===== src/rtl/cpu_sequencer.sv =====
// cpu_sequencer: fetch/decode/execute controller for the 8-bit CPU core.
// Reads the instruction bytes presented by pram, drives the program counter
// (advance or jump) and the ALU (operands, op, start pulse). It holds the
// R0-R3 register file and the Z/C flags.
//
// Optional feature: define SEQ_SINGLE_STEP_EN to add a 'step' input. NEXT
// then waits for a rising edge of step before it issues its PC pulse.
//
// Handshake: none of the interfaces back-pressure. Every *_en / *_valid /
// pc_adv output is a single-cycle pulse that its consumer must accept.
// alu_res/flags are trusted ALU_LAT cycles after alu_en. pram bytes are
// trusted FETCH_WAIT cycles after a PC update.
module cpu_sequencer #(
    parameter int FETCH_WAIT = 1,
    parameter int ALU_LAT    = 1
) (
    input  logic       clk,
    input  logic       rst,
    input  logic       start,
    input  logic       load_done,
`ifdef SEQ_SINGLE_STEP_EN
    input  logic       step,
`endif
    input  logic [7:0] instr_b0,
    input  logic [7:0] instr_b1,
    input  logic [7:0] alu_res,
    input  logic       alu_carry,
    input  logic       alu_zero,
    output logic       pc_adv,
    output logic [1:0] pc_instr_size,
    output logic       pc_jump_en,
    output logic [7:0] pc_jump_addr,
    output logic       alu_en,
    output logic [7:0] alu_a,
    output logic [7:0] alu_b,
    output logic [2:0] alu_op,
    output logic [7:0] out_data,
    output logic       out_valid,
    output logic       busy,
    output logic       halted,
    output logic       illegal
);

    typedef enum logic [2:0] {
        S_IDLE,
        S_FETCH,
        S_DECODE,
        S_EXEC,
        S_ALU_WAIT,
        S_WB,
        S_NEXT,
        S_HALT
    } state_t;

    localparam logic [3:0] OP_NOP = 4'h0;
    localparam logic [3:0] OP_LDI = 4'h1;
    localparam logic [3:0] OP_MOV = 4'h2;
    localparam logic [3:0] OP_ALU = 4'h3;
    localparam logic [3:0] OP_JMP = 4'h4;
    localparam logic [3:0] OP_JZ  = 4'h5;
    localparam logic [3:0] OP_JC  = 4'h6;
    localparam logic [3:0] OP_OUT = 4'h7;
    localparam logic [3:0] OP_HLT = 4'hF;

    localparam logic [1:0] FETCH_LAST = 2'(FETCH_WAIT - 1);
    localparam logic [1:0] ALU_LAST   = 2'(ALU_LAT - 1);

    state_t     state_q, state_d;
    logic [1:0] cnt_q, cnt_d;
    logic       start_q, start_d;
    logic [7:0] ir0_q, ir0_d;
    logic [7:0] ir1_q, ir1_d;
    logic [7:0] regs_q [4];
    logic [7:0] regs_d [4];
    logic       z_q, z_d;
    logic       c_q, c_d;
    logic       illegal_q, illegal_d;

    logic [3:0] opcode;
    logic [1:0] rd;
    logic [1:0] rs;
    logic [1:0] instr_size;
    logic       take_jump;
    logic       start_rise;
    logic       step_go;

    assign opcode = ir0_q[7:4];
    assign rd     = ir0_q[3:2];
    assign rs     = ir0_q[1:0];

    // Instruction size and branch decision for the latched instruction.
    always_comb begin
        instr_size = 2'd1;
        take_jump  = 1'b0;
        case (opcode)
            OP_LDI, OP_ALU: instr_size = 2'd2;
            OP_JMP: begin
                instr_size = 2'd2;
                take_jump  = 1'b1;
            end
            OP_JZ: begin
                instr_size = 2'd2;
                take_jump  = z_q;
            end
            OP_JC: begin
                instr_size = 2'd2;
                take_jump  = c_q;
            end
            default: instr_size = 2'd1;
        endcase
    end

    assign start_rise = start & ~start_q;
    assign start_d    = start;

`ifdef SEQ_SINGLE_STEP_EN
    logic step_q;
    // A step edge is only consumed in NEXT; it counts from NEXT's first cycle.
    assign step_go = step & ~step_q;

    // Step edge detector register.
    always_ff @(posedge clk) begin
        if (!rst) begin
            step_q <= 1'b0;
        end else begin
            step_q <= step;
        end
    end
`else
    assign step_go = 1'b1;
`endif

    // Next-state, register-file update and output pulse generation.
    always_comb begin
        state_d       = state_q;
        cnt_d         = cnt_q;
        ir0_d         = ir0_q;
        ir1_d         = ir1_q;
        regs_d        = regs_q;
        z_d           = z_q;
        c_d           = c_q;
        illegal_d     = illegal_q;
        pc_adv        = 1'b0;
        pc_instr_size = 2'd0;
        pc_jump_en    = 1'b0;
        pc_jump_addr  = 8'h00;
        alu_en        = 1'b0;
        out_data      = 8'h00;
        out_valid     = 1'b0;

        case (state_q)
            S_IDLE: begin
                // Start edges with no program loaded are simply dropped.
                if (start_rise && load_done) begin
                    state_d = S_FETCH;
                    cnt_d   = 2'd0;
                end
            end
            S_FETCH: begin
                if (cnt_q == FETCH_LAST) begin
                    state_d = S_DECODE;
                    cnt_d   = 2'd0;
                end else begin
                    cnt_d = cnt_q + 2'd1;
                end
            end
            S_DECODE: begin
                ir0_d   = instr_b0;
                ir1_d   = instr_b1;
                state_d = S_EXEC;
            end
            S_EXEC: begin
                state_d = S_NEXT;
                case (opcode)
                    OP_NOP, OP_JMP, OP_JZ, OP_JC: state_d = S_NEXT;
                    OP_LDI: regs_d[rd] = ir1_q;
                    OP_MOV: regs_d[rd] = regs_q[rs];
                    OP_ALU: begin
                        alu_en  = 1'b1;
                        cnt_d   = 2'd0;
                        state_d = S_ALU_WAIT;
                    end
                    OP_OUT: begin
                        out_valid = 1'b1;
                        out_data  = regs_q[rd];
                    end
                    OP_HLT: state_d = S_HALT;
                    default: begin
                        illegal_d = 1'b1;
                        state_d   = S_HALT;
                    end
                endcase
            end
            S_ALU_WAIT: begin
                if (cnt_q == ALU_LAST) begin
                    state_d = S_WB;
                    cnt_d   = 2'd0;
                end else begin
                    cnt_d = cnt_q + 2'd1;
                end
            end
            S_WB: begin
                // Flags are only ever updated here.
                regs_d[rd] = alu_res;
                z_d        = alu_zero;
                c_d        = alu_carry;
                state_d    = S_NEXT;
            end
            S_NEXT: begin
                if (step_go) begin
                    if (take_jump) begin
                        pc_jump_en   = 1'b1;
                        pc_jump_addr = ir1_q;
                    end else begin
                        pc_adv        = 1'b1;
                        pc_instr_size = instr_size;
                    end
                    cnt_d   = 2'd0;
                    state_d = S_FETCH;
                end
            end
            S_HALT: state_d = S_HALT;
            default: state_d = S_IDLE;
        endcase
    end

    // ALU operands stay stable from the alu_en pulse through write-back.
    always_comb begin
        alu_a  = 8'h00;
        alu_b  = 8'h00;
        alu_op = 3'd0;
        if ((state_q == S_EXEC || state_q == S_ALU_WAIT || state_q == S_WB) &&
            opcode == OP_ALU) begin
            alu_a  = regs_q[rd];
            alu_b  = regs_q[rs];
            alu_op = ir1_q[2:0];
        end
    end

    assign busy    = (state_q != S_IDLE) && (state_q != S_HALT);
    assign halted  = (state_q == S_HALT);
    assign illegal = illegal_q;

    // State, instruction latch, register file and flag registers.
    always_ff @(posedge clk) begin
        if (!rst) begin
            state_q   <= S_IDLE;
            cnt_q     <= 2'd0;
            start_q   <= 1'b0;
            ir0_q     <= 8'h00;
            ir1_q     <= 8'h00;
            for (int i = 0; i < 4; i++) begin
                regs_q[i] <= 8'h00;
            end
            z_q       <= 1'b0;
            c_q       <= 1'b0;
            illegal_q <= 1'b0;
        end else begin
            state_q   <= state_d;
            cnt_q     <= cnt_d;
            start_q   <= start_d;
            ir0_q     <= ir0_d;
            ir1_q     <= ir1_d;
            regs_q    <= regs_d;
            z_q       <= z_d;
            c_q       <= c_d;
            illegal_q <= illegal_d;
        end
    end

endmodule


===== config.mk =====
export PLATFORM = sky130hd
export DESIGN_NAME = cpu_sequencer
export DESIGN_NICKNAME = d
export VERILOG_FILES = /design/src/rtl/cpu_sequencer.sv
export SDC_FILE = /design/constraint.sdc
export NUM_CORES = 1
export LEC_CHECK = 0
export ABC_AREA = 1
export CORE_MARGIN = 2
export CORE_UTILIZATION = 51
export CTS_CLUSTER_SIZE = 40
export DETAILED_ROUTE_END_ITERATION = 7
export PLACE_DENSITY = 0.91
export SKIP_LAST_GASP = 1
export SLEW_MARGIN = 20
export SYNTH_ARGS = -nofsm -noshare
export SYNTH_HDL_FRONTEND = slang
export SYNTH_SLANG_ARGS = --single-unit
export TNS_END_PERCENT = 1

===== constraint.sdc =====
create_clock -name clk -period 2.2 [get_ports clk]
set_clock_uncertainty 0.1 [all_clocks]
set_input_delay 0.44 -clock clk [delete_from_list [all_inputs] [get_ports clk]]
set_output_delay 0.44 -clock clk [all_outputs]
set_load 0.1 [all_outputs]

# Word level (Yosys, flattened, before mapping)
# Cells that the tools add are included.
[word_totals] ff_bits=57 out_inout_bits=44
[classes] n_bitwise=5 eq_ne=21 reduce_logical=20 mux=41 order_cmp=3 n_addsub=1
[ops] cell="$pmux W32 S2" count=2
[ops] cell="$bwmux W32" count=3
[ops] cell="$mux W8" count=11
[ops] cell="$bmux W8 S2" count=2
[ops] cell="$pmux W3 S8" count=1
[ops] cell="$demux W8 S2" count=1
[ops] cell="$eq A4 B3 Y1 const B" count=4
[ops] cell="$eq A3 B3 Y1 const B" count=4
[ops] cell="$mux W2" count=6
[ops] cell="$mux W3" count=4
[ops] cell="$reduce_or A9 Y1" count=1
[ops] cell="$eq A4 B2 Y1 const B" count=2
[ops] cell="$mux W1" count=8
[ops] cell="$pmux W2 S4" count=1
[ops] cell="$reduce_or A7 Y1" count=1
[ops] cell="$eq A3 B2 Y1 const B" count=2
[ops] cell="$ge A3 B3 Y1 const B" count=2
[ops] cell="$ne A2 B2 Y1 const B" count=3
[ops] cell="$not A2 Y3" count=2
[ops] cell="$reduce_and A3 Y1" count=2
[ops] cell="$reduce_or A5 Y1" count=1
[ops] cell="$eq A4 B1 Y1 const B" count=1
[ops] cell="$eq A4 B4 Y1 const B" count=1
[ops] cell="$logic_and A1 B1 Y1" count=4
[ops] cell="19 further kinds" count=22

# Logic depth before layout (Yosys ltp)
[depth] ltp_word=8 ltp_mapped=11

# Worst setup path after synthesis
# Ideal clock, no wire load.
[synth_path] path_kind="register -> output" from="register state_q[0]" to="output alu_a[0]" setup_slack_ns=-1.522 path_stages_with_launch=9 arrival_ns=3.182 path_cell_list="dfxtp_1 -> buf_2 -> nand2_2 -> nor2_4 -> inv_2 -> nor2_2 -> a31oi_4 -> buf_4 -> nor2_1"
[synth_via] elab_chain_len=5 word_cells_on_any_way=7
[synth_rtl] element="start: declaration" line_no="68" source="state_t state_q, state_d;"
[synth_rtl] element="start signal: assignment" line_no="259" source="state_q <= state_d;"
[synth_rtl] element="$eq A3 B2 Y1 / $eq A3 B3 Y1 (equally long branches)" line_no="232" source="if ((state_q == S_EXEC || state_q == S_ALU_WAIT || state_q == S_WB) &&"
[synth_rtl] element="$logic_or A1 B1 Y1" line_no="232"
[synth_rtl] element="$logic_or A1 B1 Y1 *" line_no="232"
[synth_rtl] element="$logic_and A1 B1 Y1 *" line_no="232"
[synth_rtl] element="$mux W8 *" line_no="232"
[synth_rtl] element="end: declaration" line_no="34" source="output logic [7:0] alu_a,"
# Every way passes the cells marked *; elsewhere a longest branch is shown, timed or not.

# Worst setup path in the final report
[layout_path] from="register ir0_q[2]" to="output out_data[7]"
[layout_via] elab_chain_len=6
[layout_rtl] element="start: declaration" line_no="71" source="logic [7:0] ir0_q, ir0_d;"
[layout_rtl] element="start signal: assignment" line_no="262" source="ir0_q <= ir0_d;"
[layout_rtl] element="$not A2 Y3 (implied by the code)" line_no="185" source="out_data = regs_q[rd];"
[layout_rtl] element="$bmux W8 S2" line_no="185"
[layout_rtl] element="$mux W8 (implied by the code) (2 in series)" line_no="185"
[layout_rtl] element="$mux W8" line_no="174" source="case (opcode)"
[layout_rtl] element="$mux W8" line_no="151" source="case (state_q)"
[layout_rtl] element="end: declaration" line_no="37" source="output logic [7:0] out_data,"
# Every way passes these cells. The select of a mux whose other input is x is not followed.

==> out/metrics.cfg <==
[place]
dpl_cell_area_sq_um = 4713
place.detailed.hpwl_um = 7223
buffer_ports.inserted = 73
gp_congestion = 0.8522
numPlacedInstances = 687

[worst_hold_path]
hold_depth = 2
holdPathEnd = cnt_q[0]$_SDFFE_PN0P_
hold_path.class = reg2reg
hp-start = cnt_q[0]$_SDFFE_PN0P_

[drt]
drc = 0
route.detailed.wl_per_inst_um = 19.63
detailedRoute.firstIterationViolations = 711
postRouteWirelength_um = 13990
route.vias.total = 4377
post_detailed_route_count_of_antenna_violating_nets = 0
drt-vias-per-instance = 6.139
drtPass1Iterations = 5

[worst_setup_path]
worst_path_dominant_cell_family = simple AND/OR/NAND/NOR gates
worst_r2r_endpoint = ir0_q[1]$_SDFFE_PN0P_
critical_path.slowest_cell = dfxtp_1
critical_path.max_fanout = 9
timing.critical_path.from_type = flop
worst-r2r-cell-count = 7
timing.critical_path.slowest_cell_delay_ns = 0.48
timing.critical_path.required_ns = 1.66
endpoint_kind = primary output
reg2reg_setup_slack_ns = 0.04
critical_path_class = reg2out
critical_path.reg2reg.startpoint = state_q[0]$_SDFFE_PN0P_
crit_buf_inv = 1
crit_path_cell_trace = nand2_4 -> o22ai_1 -> nor2_2 -> nor2_1 -> buf_12
critPathArrivalTime_ns = 1.78

[timing]
relSlewSlack_pct = 70.11
worst_pin_slew_ns = 0.4467
clock.fmax_mhz = 430.7
finalCriticalPeriod_ns = 2.322
final_max_slew_viol_count = 0
finalHoldViolCount = 0
post-route-worst-setup-slack_ns = -0.1220
number_of_failing_setup_endpoints_in_the_final_timing_report = 41
tns_ns = -2.212
finalCritPeriodShare_pct = 105.5
rsz0062_at_grt = true

[power_and_ir_drop]
ir_drop_mv = 0.9582
leakagePower_nw = 2.256
pnr_total_power_mw = 4.078
p_per_area_nw_per_um2 = 763.8

[yosys]
share_of_yosys_cell_area_claimed_by_the_top_area_cell_type_pct = 34.18
dominantRegCellSynth = dfxtp_1
post_synthesis_register_bit_count = 57
synth.yosys.warnings = 0
syn-cell-area_sq_um = 3338
post-synth-top-count-cell = nand2_1
synth.top_cells.by_count = nand2_1, nor2_1, inv_1, dfxtp_1, a21oi_1
synthCells = 545
async_flop_share_pct = 0
syn_nets = 577
synth_sequential_area_ratio_pct = 34.18
synth.largest_area_cell = dfxtp_1
post_synth_num_cell_types = 31
syn_area_per_cell_sq_um = 6.125
synth_area_leaders = dfxtp_1, nand2_1, nor2_1, inv_1, a21oi_1
synth_edf_count = 0

[final_layout]
insertedDiodeCount = 0
stdcell_area_sq_um = 5339
post-route-util_pct = 84.08
final-instance-count-excl-fill = 713
layout-area-overhead-vs-synth_pct = 59.93
layout-drive-gt1-share_pct = 28.30
final_nets = 665

[global_route]
global_route.overflow_total = 0
gr-usage-all-layers_pct = 36.20
initial_antenna_violation_count = 0
grt_max_degree = 56
first_pass_grt_wire_length_um = 20400
first_global_vias = 4206

[cts]
cts-htree-levels = 3
tritoncts = built
cts_inserted_buffers = 9
hold_buffers_post_cts = 0
cts.root.buffer_cell = clkbuf_8
cts.clk_slew.worst_paths_ns = 0.07
clock-sinks = 57
clockBufferDepth = 2
clock_latency_ns = 0.35

[floorplan]
io-pin-count = 74
die-width_um = 84.91
std_cell_rows = 29
die_h_um = 84.91
die-area_sq_um = 7209
starting_density_of_the_core_pct = 52.57
coreArea_sq_um = 6350

[outcome]
violations = negative setup slack
outcome = complete, but fails checks

[job]
maxCapViolations = 0

-- worst max path at each step --
stage                            endpoint  slack (ns)                    start  cells after the start
final                         out_data[7]       -0.12    ir0_q[2]$_SDFFE_PN0P_                      5
after global routing          out_data[7]       -0.23    ir0_q[3]$_SDFFE_PN0P_                      5
after global placement    pc_jump_addr[7]        0.14    ir0_q[6]$_SDFFE_PN0P_                      7
after CTS                        alu_a[5]        -0.1  state_q[1]$_SDFFE_PN0P_                      8
after floorplan                  alu_a[7]       -0.59  state_q[0]$_SDFFE_PN0P_                      7
after detailed placement  pc_jump_addr[6]        0.07    ir0_q[6]$_SDFFE_PN0P_                      7
-- stage by stage --
stage | hold slack [ns] | setup WS, ns
final | 0.4272 | -0.1220
after global placement | 0.3609 | 0.1356
after floorplan | 0.3550 | -0.5936
after global routing | 0.4368 | -0.2290
after detailed placement | 0.3857 | 0.06605
after CTS | 0.4019 | -0.09822
-- placed cells by master, fill, tap and decap left out, drive strengths merged --
master / n
a31oi: 1
nand3b: 1
nand3: 25
or2: 1
a211oi: 1
ha: 2
inv: 66
o22ai: 17
nand2: 165
nor2: 133
buf: 68
o211ai: 1
bufinv: 2
a21oi: 30
nor3b: 1
nor3: 1
dfxtp: 57
o21ai: 21
clkbuf: 11
clkinv: 3
clkdlybuf4s50: 29
-- logic make-up (layout without fill, tap and decap cells) --
kind of cell,count (synthesis),in the layout,synth area share [%]
buffers and inverters,89,179,11.88
adder cells (fa/ha/maj),2,2,0.7495
flip-flops,57,57,34.18
AND/OR/NAND/NOR,326,327,41.27
AO/OA/AOI/OAI,71,71,11.92
-- flip-flops by register name, indices dropped and copies added (netlist names), named ones only --
name and count:
state_q 2, illegal 1, ir0_q 8, regs_q 32, z_q 1, start_q 1
cnt_q 2, ir1_q 8, c_q 1
-- worst register-to-register path, cell delays in order (launching register included) --
cell and delay (ns):
dfxtp_2 0.34, buf_4 0.13, buf_4 0.16, nor2_1 0.36, nand2_1 0.19, buf_4 0.28
o21ai_0 0.33, a21oi_1 0.14
-- layout make-up --
cell class,instances,area (sq um)
Clock buffer,11,151.4
Clock inverter,3,65.06
Fill cell,320,1011
Inverter,68,265.3
Multi-Input combinational cell,400,2202
Sequential cell,57,1155
Tap cell,77,96.34
Timing Repair Buffer,97,1404
-- power breakdown --
part	switching, mW	internal (mW)	leakage [nW]
combinational	1.15	0.522	1.68
clock	0.439	0.685	0.111
sequential	0.113	1.16	0.465
-- metal layers --
metal | vias to the layer above | share of wire (%) | global-route usage (%)
met5 | - | 0 | 0
met4 | 0 | 7.9 | 20.49
met3 | 141 | 12 | 9.922
met2 | 429 | 47 | 60.92
met1 | 1947 | 33 | 41.40
li1 | 1860 | - | -
-- what timing repair did --
item / CTS / global route
cloned: 2 / 0
resized for setup: 41 / 43
hold endpoints to repair: 0 / 0
pin swaps: 8 / 10
setup endpoints to repair: 40 / 41
buffers inserted: 7 / 3
Note: power is estimated with default switching activity, not from simulation.
